## src/rtl/gt_drp_rmw.sv

```systemverilog
// gt_drp_rmw: read-modify-write sequencer in front of the GT DRP bridge.
// Takes one {addr, mask, data} command, reads, merges, writes back.
module gt_drp_rmw #(
  parameter int BUSY_LAT = 2,
  parameter int TIMEOUT  = 1024
) (
  input  logic        clock,
  input  logic        reset,
  input  logic        cmd_valid,
  output logic        cmd_ready,
  input  logic [8:0]  cmd_addr,
  input  logic [15:0] cmd_mask,
  input  logic [15:0] cmd_data,
  output logic        drp_write,
  output logic [63:0] drp_din,
  input  logic [16:0] drp_dout,
  output logic        rsp_done,
  output logic [15:0] rsp_data,
  output logic        rsp_err
);

  typedef enum logic [3:0] {
    IDLE,
    RD_ISS,
    RD_SET,
    RD_WAIT,
    MOD,
    WR_ISS,
    WR_SET,
    WR_WAIT,
    DONE
  } state_t;

  localparam logic [10:0] TO_CNT  = 11'(TIMEOUT);
  localparam logic [10:0] LAT_CNT = 11'(BUSY_LAT);

  state_t      state_q, state_d;
  logic [10:0] cnt_q, cnt_d;
  logic [8:0]  addr_q, addr_d;
  logic [15:0] mask_q, mask_d;
  logic [15:0] data_q, data_d;
  logic [15:0] old_q, old_d;
  logic        rd_only_q, rd_only_d;
  logic [63:0] din_q, din_d;
  logic [15:0] rsp_data_q, rsp_data_d;
  logic        rsp_err_q, rsp_err_d;
  logic        busy;
  logic [15:0] merged;

  // Bridge din layout: data in [15:0], addr in [24:16], we in [31].
  function automatic logic [63:0] mk_din(
    input logic        we,
    input logic [8:0]  addr,
    input logic [15:0] data
  );
    return {32'h0, we, 6'h0, addr, data};
  endfunction

  assign busy   = drp_dout[16];
  assign merged = (old_q & ~mask_q) | (data_q & mask_q);

  // Strobes decode straight from state so reset drops them at once.
  assign cmd_ready = (state_q == IDLE) && !reset;
  assign drp_write = (state_q == RD_ISS) || (state_q == WR_ISS);
  assign rsp_done  = (state_q == DONE);
  assign drp_din   = din_q;
  assign rsp_data  = rsp_data_q;
  assign rsp_err   = rsp_err_q;

  // Next-state, datapath and response capture.
  always_comb begin
    state_d    = state_q;
    cnt_d      = cnt_q;
    addr_d     = addr_q;
    mask_d     = mask_q;
    data_d     = data_q;
    old_d      = old_q;
    rd_only_d  = rd_only_q;
    din_d      = din_q;
    rsp_data_d = rsp_data_q;
    rsp_err_d  = rsp_err_q;
    unique case (state_q)
      IDLE: begin
        if (cmd_valid && cmd_ready) begin
          addr_d    = cmd_addr;
          mask_d    = cmd_mask;
          data_d    = cmd_data;
          old_d     = '0;
          rd_only_d = (cmd_mask == 16'h0000);
          if (cmd_mask == 16'hFFFF) begin
            state_d = WR_ISS;
            din_d   = mk_din(1'b1, cmd_addr, cmd_data);
          end else begin
            state_d = RD_ISS;
            din_d   = mk_din(1'b0, cmd_addr, 16'h0);
          end
        end
      end
      RD_ISS: begin
        cnt_d   = '0;
        state_d = RD_SET;
      end
      RD_SET: begin
        cnt_d = cnt_q + 11'd1;
        if (cnt_d == TO_CNT) begin
          state_d    = DONE;
          rsp_err_d  = 1'b1;
          rsp_data_d = old_q;
        end else if (cnt_d >= LAT_CNT) begin
          state_d = RD_WAIT;
        end
      end
      RD_WAIT: begin
        if (!busy) begin
          old_d = drp_dout[15:0];
          if (rd_only_q) begin
            state_d    = DONE;
            rsp_err_d  = 1'b0;
            rsp_data_d = drp_dout[15:0];
          end else begin
            state_d = MOD;
          end
        end else begin
          cnt_d = cnt_q + 11'd1;
          if (cnt_d == TO_CNT) begin
            state_d    = DONE;
            rsp_err_d  = 1'b1;
            rsp_data_d = old_q;
          end
        end
      end
      MOD: begin
        state_d = WR_ISS;
        din_d   = mk_din(1'b1, addr_q, merged);
      end
      WR_ISS: begin
        cnt_d   = '0;
        state_d = WR_SET;
      end
      WR_SET: begin
        cnt_d = cnt_q + 11'd1;
        if (cnt_d == TO_CNT) begin
          state_d    = DONE;
          rsp_err_d  = 1'b1;
          rsp_data_d = old_q;
        end else if (cnt_d >= LAT_CNT) begin
          state_d = WR_WAIT;
        end
      end
      WR_WAIT: begin
        if (!busy) begin
          state_d    = DONE;
          rsp_err_d  = 1'b0;
          rsp_data_d = old_q;
        end else begin
          cnt_d = cnt_q + 11'd1;
          if (cnt_d == TO_CNT) begin
            state_d    = DONE;
            rsp_err_d  = 1'b1;
            rsp_data_d = old_q;
          end
        end
      end
      DONE: begin
        state_d = IDLE;
      end
      default: begin
        state_d = IDLE;
      end
    endcase
  end

  // State and datapath registers.
  always_ff @(posedge clock or posedge reset) begin
    if (reset) begin
      state_q    <= IDLE;
      cnt_q      <= '0;
      addr_q     <= '0;
      mask_q     <= '0;
      data_q     <= '0;
      old_q      <= '0;
      rd_only_q  <= 1'b0;
      din_q      <= '0;
      rsp_data_q <= '0;
      rsp_err_q  <= 1'b0;
    end else begin
      state_q    <= state_d;
      cnt_q      <= cnt_d;
      addr_q     <= addr_d;
      mask_q     <= mask_d;
      data_q     <= data_d;
      old_q      <= old_d;
      rd_only_q  <= rd_only_d;
      din_q      <= din_d;
      rsp_data_q <= rsp_data_d;
      rsp_err_q  <= rsp_err_d;
    end
  end

endmodule

```

## config.mk

```make
export PLATFORM = sky130hd
export DESIGN_NAME = gt_drp_rmw
export DESIGN_NICKNAME = d
export VERILOG_FILES = /design/src/rtl/gt_drp_rmw.sv
export SDC_FILE = /design/constraint.sdc
export NUM_CORES = 1
export LEC_CHECK = 0
export CAP_MARGIN = 20
export CELL_PAD_IN_SITES_DETAIL_PLACEMENT = 0
export CELL_PAD_IN_SITES_GLOBAL_PLACEMENT = 1
export CORE_UTILIZATION = 34
export CTS_CLUSTER_DIAMETER = 100
export CTS_CLUSTER_SIZE = 8
export DETAILED_ROUTE_END_ITERATION = 6
export PLACE_DENSITY_LB_ADDON = 0.1
export SYNTH_ARGS = -nofsm -noshare
export SYNTH_HDL_FRONTEND = slang
export SYNTH_SLANG_ARGS = --single-unit
export TNS_END_PERCENT = 10
```

## constraint.sdc

```tcl
create_clock -name clock -period 3.8 [get_ports clock]
set_input_delay 0.76 -clock clock [delete_from_list [all_inputs] [get_ports clock]]
set_output_delay 0.76 -clock clock [all_outputs]
set_load 0.01 [all_outputs]
```

; ---- After elaboration in Yosys (flattened, before gate mapping)
; Index checks and enable logic that the tools add are counted.
[op_classes]
n_addsub = 1
mul = 0
n_div = 0
order_cmp = 1
n_eq_ne = 16
shifts = 0
mux = 29
bitwise = 4
reduce_logical = 19
[op_table]
columns = op, n
row1 = case mux 64 bit (2 select lines), 1
row2 = two-way mux 16 bit, 6
row3 = two-way mux 64 bit, 1
row4 = case mux 16 bit (3 select lines), 1
row5 = two-way mux 4 bit, 9
row6 = case mux 11 bit (3 select lines), 1
row7 = AND 16 bit, 2
row8 = two-way mux 32 bit, 1
row9 = case mux 16 bit (2 select lines), 1
row10 = case mux 4 bit (8 select lines), 1
row11 = equality test 16 bit (second input constant), 1
row12 = equality test 4 x 3 -> 1 bit (second input constant), 4
row13 = logical NOT 16 bit, 1
row14 = inverter 16 bit, 1
row15 = bitwise OR 16 bit, 1
row16 = adder 11 x 1 -> 11 bit (second input constant), 1
row17 = equality test 11 bit (second input constant), 1
row18 = greater-or-equal comparator 11 x 2 -> 1 bit (second input constant), 1
row19 = two-way mux 11 bit, 1
row20 = != test 3 bit (second input constant), 3
row21 = equality test 4 x 2 -> 1 bit (second input constant), 2
row22 = AND reduction 2 bit, 4
row23 = AND reduction 3 bit, 2
row24 = nonzero test 3 bit, 2
row25 = other kinds (13), 21
[totals]
ff_bits = 154
latchBits = 0
mem_bits_rw = 0
rom_bits = 0
inputBits = 61
out_inout_bits = 84
n_memories = 0

; ---- Logic depth before layout (Yosys ltp)
; Gate-level depths: netlist (run 1).
[logic_depth]
word_depth = 5
ltp_mapped = 10

; ---- Worst setup path after synthesis (run 1)
; OpenSTA, ideal clock, no wires.
[synth_path]
path_type = reg-to-reg
startpoint = register cnt_q[0]
endpoint = register rsp_data_q[0], in the netlist rsp_data[0]
setup_ns = 0.122
t_arrival_ns = 2.190
t_required_ns = 3.678
slack_ns = 1.488
stages_incl_launch_ff = 11
path_buffers = 3
synth_period_minus_slack_ns = 2.312
path_cell_list = dfrtp_1 -> ha_1 -> buf_2 -> and4_1 -> and2_1 -> a31o_1 -> and4_4 -> buf_6 -> buf_6 -> a211o_1 -> a32o_1
[synth_via]
elab_chain_len = 5
word_cells_on_any_way = 6
classes_between = add/sub: 1 / eq/ne: 1 / mux: 4
[synth_lines]
columns = item, line
row1 = from (decl), 38  ; logic [10:0] cnt_q, cnt_d;
row2 = from (signal assigned), 188  ; cnt_q <= cnt_d;
row3 = adder 11 x 1 -> 11 bit *, n/a
row4 = equality test 11 bit *, n/a
row5 = two-way mux 16 bit *, n/a
row6 = "two-way mux 16 bit, on equally long branches", n/a
row7 = case mux 16 bit (3 select lines) *, n/a
row8 = to (signal assigned), 195  ; rsp_data_q <= rsp_data_d;
row9 = to (decl), 45  ; logic [15:0] rsp_data_q, rsp_data_d;
; Every way passes the cells marked *; elsewhere a longest branch is shown, timed or not.
; A chain may end at the register's enable or synchronous reset.

; ---- Worst setup path after layout (run 1)
[layout_path]
startpoint = input reset
endpoint = output cmd_ready
[layout_via]
elab_chain_len = 2
[layout_lines]
columns = item, line
row1 = from (decl), 8  ; input logic reset,
row2 = logical NOT 1 bit (no source line), n/a
row3 = logical AND 1 bit, 63  ; assign cmd_ready = (state_q == IDLE) && !reset;
row4 = to (decl), 10  ; output logic cmd_ready,
; Every way passes these cells.

==> results.sh, run 1 <==
export IMPL_run_status="complete, no violations"
export IMPL_max_freq_mhz=334.1
export IMPL_slew_violations=0
export IMPL_ir_worst_vdd_mv=0.3947
export IMPL_cts_sinks=116
export IMPL_place_congestion=0.8258
export IMPL_ys_seq_area_frac=0.5022
export IMPL_synth_main_ff_cell="dfrtp_1"
export IMPL_worstHoldPathType="flop to flop"
export IMPL_nets=783
export IMPL_synth_area_per_cell_um2=9.264
export IMPL_clockRootBuffer="clkbuf_16"
export IMPL_worstPathRequired_ns=3.04
export IMPL_synthCells=624
export IMPL_overflow=0
export IMPL_clk_pin_slew_worst_paths_ns=0.06
export IMPL_slew_headroom=0.3883
export IMPL_crit_type="input pin to output pin"
export IMPL_layout_drive_gt1_share=0.07503
export IMPL_ios=145
export IMPL_cts_setup_buffers=0
export IMPL_synth_edff_count=0
export IMPL_num_rows=47
export IMPL_timing_final_crit_share=0.7878
export IMPL_layout_commonest_cell="nand2_1"
export IMPL_synth_area_leaders="dfrtp_1, nand2_1, buf_4, a32o_1, mux2i_1"
export IMPL_fin_setup_tns_ns=0
export IMPL_grt_pass1_wl_mm=25.37
export IMPL_pre_cts_ws_ns=0.7945
export IMPL_timing_worst_slew_pin_value_ns=0.9175
export IMPL_grt_max_degree=64
export IMPL_num_fill_cells=1645
export IMPL_drtIter0Drc=384
export IMPL_antenna_found_initial=0
export IMPL_async_flop_share=1.000
export IMPL_yosysUniqueCellTypes=49
export IMPL_core_area_um2=16580
export IMPL_cts_buffers=17
export IMPL_clockBufferDepth=2
export IMPL_grt_pass1_vias=4752
export IMPL_worstSetupStartpointType="input pin"
export IMPL_ctsResizeCount=0
export IMPL_port_buffers=106
export IMPL_setup_viol=0
export IMPL_yosys_warnings=0
export IMPL_finalClockSkew_ns=0.008248
export IMPL_endpoint_kind="output pin"
export IMPL_yosysTopAreaCell="dfrtp_1"
export IMPL_clkLatencyLatePin_ns=0.42
export IMPL_dp_hpwl_mm=10.65
export IMPL_dieArea_um2=17530
export IMPL_layout_common_cells="nand2_1, dfrtp_1, clkdlybuf4s50_1"
export IMPL_ys_seq_elements=116
export IMPL_hold_viol=0
export IMPL_htreeDepth=4
export IMPL_diodes=0
export IMPL_synth_top_area_share=0.5022
export IMPL_synth_cell_area_um2=5781
export IMPL_drv_cap=0
export IMPL_drtPass1Iterations=6
export IMPL_area_growth_pct=31.04
export IMPL_drc_errors=0
export IMPL_cellPowerDensity_nw_per_um2=802.6
export IMPL_die_w_um=132.4
export IMPL_grt_use_total=0.1863
export IMPL_leakage_nw=3.605
export IMPL_initial_core_util=0.3486
export IMPL_fin_total_pwr_mw=6.080
export IMPL_routed_via_density=5.087
export IMPL_cts_tree="built"
export IMPL_period_needed_ns=2.993
export IMPL_wl_mm=15.59
export IMPL_die_y_um=132.4
export IMPL_num_vias=4848
export IMPL_finalWorstSetupSlack_ns=0.8065
export IMPL_worstPathMaxFanout=3
export IMPL_drtAntennaViolNets=0
export IMPL_cp_arrival_ns=2.23
export IMPL_cts_hold_buf=0
export IMPL_avgRoutedWirePerCell_um=16.36
export IMPL_rsz0062_at_grt="no"
==> cells by family (layout without fill, tap and decap cells) <==
| group | Yosys count | count (layout) | share of synthesized area |
|---|---|---|---|
| simple gates | 259 | 259 | 0.1948 |
| compound gates | 145 | 145 | 0.1810 |
| flops | 116 | 116 | 0.5022 |
| buf+inv | 82 | 154 | 0.08463 |
| mux | 17 | 17 | 0.02944 |
| fa+ha+maj | 2 | 2 | 0.004328 |
| xor+xnor | 2 | 2 | 0.003031 |
| other cells | 1 | 38 | 0.0006487 |
==> report_power, final <==
part | switching (mW) | internal, mW | total [mW]
clock | 0.583 | 1.20 | 1.78
combinational | 1.05 | 1.04 | 2.09
sequential | 0.449 | 1.76 | 2.21
total | 2.08 | 4.00 | 6.08
==> flip-flops by register name, summed over array words and instances (netlist names) <==
| register | cells |
|---|---|
| state_q | 4 |
| addr_q | 9 |
| cnt_q | 11 |
| rd_only_q | 1 |
| old_q | 16 |
| data_q | 16 |
| mask_q | 16 |
| rsp_data | 16 |
| rsp_err | 1 |
| drp_din | 26 |
==> path summary, 6_finish.rpt <==
| path | startpoint | endpoint | slack (ns) | depth (start not counted) |
|---|---|---|---|---|
| setup / recovery | reset | cmd_ready | 0.81 | 3 |
| hold / removal | data_q[9]$_DFFE_PP0P_ | data_q[9]$_DFFE_PP0P_ | 0.47 | 2 |
| setup reg to reg | state_q[1]$_DFFE_PP0P_ | drp_din[4]$_DFFE_PP0P_ | 1.26 | 8 |
| hold reg to reg | data_q[9]$_DFFE_PP0P_ | data_q[9]$_DFFE_PP0P_ | 0.47 | 2 |
| max in group asynchronous | reset | mask_q[5]$_DFFE_PP0P_ | 2.23 | 3 |
| min in group asynchronous | reset | cnt_q[6]$_DFFE_PP0P_ | 0.87 | 2 |
==> critical path, cell delays in order <==
cell	delay, ns
clkdlybuf4s50_1	0.48
nor4b_2	0.38
clkdlybuf4s50_1	0.61
==> area by class of cell <==
cell class	instances	area, µm²	share of cell area
clock buffers	19	452.9	0.05980
clock inverters	13	203.9	0.02692
inverters	4	18.77	0.002478
multi-input cells	463	2541	0.3355
flip-flops and latches	116	2903	0.3832
well taps	220	275.3	0.03634
repair buffers	118	1180	0.1558
==> synthesized netlist by cell type, types with 7 or more instances <==
| library cell | count |
|---|---|
| buf_2 | 7 |
| a211o_1 | 18 |
| nand2_1 | 187 |
| nor2_1 | 19 |
| buf_4 | 38 |
| a32o_1 | 17 |
| mux2i_1 | 17 |
| a21o_1 | 19 |
| dfrtp_1 | 116 |
| nand3_1 | 12 |
| o21ai_0 | 32 |
| clkbuf_1 | 29 |
| nand4_1 | 8 |
| a221oi_1 | 16 |
| a21oi_1 | 22 |
==> metrics by stage <==
step	utilization	hold WS [ns]	instance area, µm²	std cells
2_1_floorplan	-	0.4454	5923	661
3_3_place_gp	0.4165	0.4567	6907	920
3_5_place_dp	0.4172	0.4624	6918	921
4_1_cts	0.4568	0.4762	7575	953
5_1_grt	0.4568	0.4992	7575	953
6_report	0.4568	0.4734	7575	953
==> per-layer routing <==
layer | wire (µm) | global-route usage | up-vias
met5 | 0 | 0 | -
met4 | 185 | 0.05428 | 0
met3 | 722 | 0.04806 | 16
met2 | 7723 | 0.3018 | 126
met1 | 6961 | 0.2448 | 2405
li1 | - | - | 2301
No activity file was read; power rests on OpenSTA's default activity.
==> run 2, diff against run 1 <==
--- a/config.mk
+++ b/config.mk
@@ -8,7 +8,7 @@
 export CAP_MARGIN = 20
 export CELL_PAD_IN_SITES_DETAIL_PLACEMENT = 0
 export CELL_PAD_IN_SITES_GLOBAL_PLACEMENT = 1
-export CORE_UTILIZATION = 34
+export CORE_UTILIZATION = 37
 export CTS_CLUSTER_DIAMETER = 100
 export CTS_CLUSTER_SIZE = 8
 export DETAILED_ROUTE_END_ITERATION = 6
==> constraint.sdc (replaced) <==
create_clock -name clock -period 2.9 [get_ports clock]
set_input_delay 0.58 -clock clock [delete_from_list [all_inputs] [get_ports clock]]
set_output_delay 0.58 -clock clock [all_outputs]
set_load 0.01 [all_outputs]
==> run 2 against run 1 <==
Compared with the run above: sequential power up 31%; via count about the same; die area down 8.0%; global-route usage up 1.5 points; sequential share of layout area up 0.41 points; combinational power up 32%; hold slack worse by 0.0043 ns; critical path depth unchanged; total power up 27%; design area down 1.1%; count of clock-buffer cells in the layout up 4; critical endpoint unchanged.
==> results.sh, run 2 (same netlist as run 1, synthesis figures left out) <==
export IMPL_run_status="complete, no violations"
export IMPL_cellPowerDensity_nw_per_um2=1029
export IMPL_core_area_um2=15200
export IMPL_met1_usage=0.2627
export IMPL_cts_buffers=17
export IMPL_reg2reg_depth=7
export IMPL_swShare=0.3499
export IMPL_p_clk_frac=0.266
export IMPL_die_w_um=127.0
export IMPL_grt_use_total=0.2017
export IMPL_drtIter0Drc=360
export IMPL_cts_tree="built"
export IMPL_fin_total_pwr_mw=7.712
export IMPL_avgRoutedWirePerCell_um=16.55
export IMPL_grt_pass1_vias=4722
export IMPL_max_freq_mhz=378.1
export IMPL_crit_type="flop to output pin"
export IMPL_cts_hold_buf=0
export IMPL_min_path_cells=2
export IMPL_fin_setup_tns_ns=0
export IMPL_grt_pass1_wl_mm=24.80
export IMPL_final_area_um2=7495
export IMPL_intPower_mw=5.014
export IMPL_comb_power_share=0.357
export IMPL_reg2reg_slack_ns=0.45
export IMPL_cts_setup_buffers=0
export IMPL_top_usage_layer="met2"
export IMPL_num_vias=4844
export IMPL_setup_viol=0
export IMPL_num_rows=45
export IMPL_overflow=0
export IMPL_drtPass1Iterations=5
export IMPL_antenna_found_initial=0
export IMPL_r2r_start="cnt_q[0]$_DFFE_PP0P_"
export IMPL_clk_pin_slew_worst_paths_ns=0.05
export IMPL_hold_viol=0
export IMPL_diodes=0
export IMPL_worstSetupStartpointType="flop"
export IMPL_grt_max_degree=64
export IMPL_cp_arrival_ns=2.06
export IMPL_period_needed_ns=2.645
export IMPL_dp_hpwl_mm=10.26
export IMPL_grtUsageMet3=0.06491
export IMPL_drtAntennaViolNets=0
export IMPL_wl_mm=15.26
export IMPL_clockRootBuffer="clkbuf_16"
export IMPL_layout_commonest_cell="nand2_1"
export IMPL_dieArea_um2=16130
export IMPL_place_area_um2=6907
export IMPL_htreeDepth=4
export IMPL_endpoint_kind="output pin"
export IMPL_rsz0062_at_grt="no"
export IMPL_nets=784
export IMPL_initial_core_util=0.3802
export IMPL_clkLatencyLatePin_ns=0.42
export IMPL_layout_common_cells="nand2_1, dfrtp_1, clkdlybuf4s50_1"
export IMPL_slew_violations=0
export IMPL_drc_errors=0
export IMPL_worstPathRequired_ns=2.32
export IMPL_worstHoldPathType="flop to flop"
export IMPL_cts_sinks=116
export IMPL_port_buffers=106
export IMPL_r2r_end="rsp_data[7]$_DFFE_PP0P_"
export IMPL_drv_cap=0
export IMPL_min_to="drp_din[21]$_DFFE_PP0P_"
export IMPL_routed_via_density=5.254
export IMPL_timing_worst_slew_pin_value_ns=0.8522
export IMPL_grt_met2_usage=0.3142
export IMPL_pre_cts_ws_ns=0.2362
export IMPL_finalWorstSetupSlack_ns=0.2551
export IMPL_ios=145
export IMPL_worstPathMaxFanout=15
export IMPL_layout_drive_gt1_share=0.07221
export IMPL_area_growth_pct=29.65
export IMPL_hold_path_startpoint="drp_din[21]$_DFFE_PP0P_"
export IMPL_finalClockSkew_ns=0.007785
export IMPL_die_y_um=127.0
export IMPL_timing_final_crit_share=0.9120
export IMPL_clockBufferDepth=2
export IMPL_slew_headroom=0.4319
export IMPL_place_congestion=0.7696
export IMPL_largest_reg_flops=26
export IMPL_ir_worst_vdd_mv=0.4324
export IMPL_sequentialPowerShare=0.377
export IMPL_leakage_nw=3.585
export IMPL_power_switching_mw=2.699
[run 2: changes by cell type in the layout (fill, tap and decap cells not counted), moves of 2 or more]
cell	change
bufinv_16	-3
clkbuf_1	+3
clkinv_4	-2
buf_12	+2
[run 2: cell type report]
| class | count | area [µm²] |
|---|---|---|
| clock buffer | 23 | 478.0 |
| inverter | 4 | 18.77 |
| timing repair buffer | 119 | 1209 |
| tap | 188 | 235.2 |
| fill | 1448 | 7707 |
| sequential | 116 | 2903 |
| multi-input combinational | 463 | 2550 |
| clock inverter | 9 | 101.3 |
[run 2: worst max-delay path, cell delays in order, from the launching register on]
cell             delay [ns]
dfrtp_1                0.55
nor2_1                 0.23
nor4b_4                0.28
clkdlybuf4s50_1        0.59
[run 2: worst max-delay path by stage]
stage / from / endpoint / slack (ns) / cells past startpoint
floorplan: cnt_q[0]$_DFFE_PP0P_ / rsp_data[0]$_DFFE_PP0P_ / 0.59 / 10
global placement: reset / old_q[5]$_DFFE_PP0P_ / 0.33 / 6
detailed placement: reset / old_q[5]$_DFFE_PP0P_ / 0.24 / 6
CTS: state_q[1]$_DFFE_PP0P_ / cmd_ready / 0.16 / 3
global route: state_q[1]$_DFFE_PP0P_ / cmd_ready / 0.08 / 3
finish: state_q[1]$_DFFE_PP0P_ / cmd_ready / 0.26 / 3
[run 2: what timing repair did]
item / in CTS / in global routing
endpoints found under the hold margin: 0 / 0
gates resized for setup: 0 / 1
endpoints found under the setup margin: 0 / 1
[run 2: power by group through the flow]
stage / Sequential, mW / Combinational [mW] / Clock [mW]
6_report: 2.90 / 2.76 / 2.05
5_1_grt: 2.99 / 3.10 / 2.18
4_1_cts: 2.90 / 2.79 / 2.10
3_5_place_dp: 2.91 / 2.78 / 0
3_3_place_gp: 2.90 / 2.72 / 0
2_1_floorplan: 2.80 / 1.69 / 0
[run 2: metrics by stage]
stage          utilization  cells  hold slack, ns
6_report            0.4930    922          0.4691
2_1_floorplan            -    661          0.4454
5_1_grt             0.4930    922          0.4885
3_3_place_gp        0.4543    890          0.4564
3_5_place_dp        0.4543    890          0.4618
4_1_cts             0.4924    922          0.4750
[run 2: metal layers]
layer	part of all wire	wire, µm
met5	0	0
met2	0.48	7283
met3	0.053	816
met1	0.45	6910
met4	0.016	251
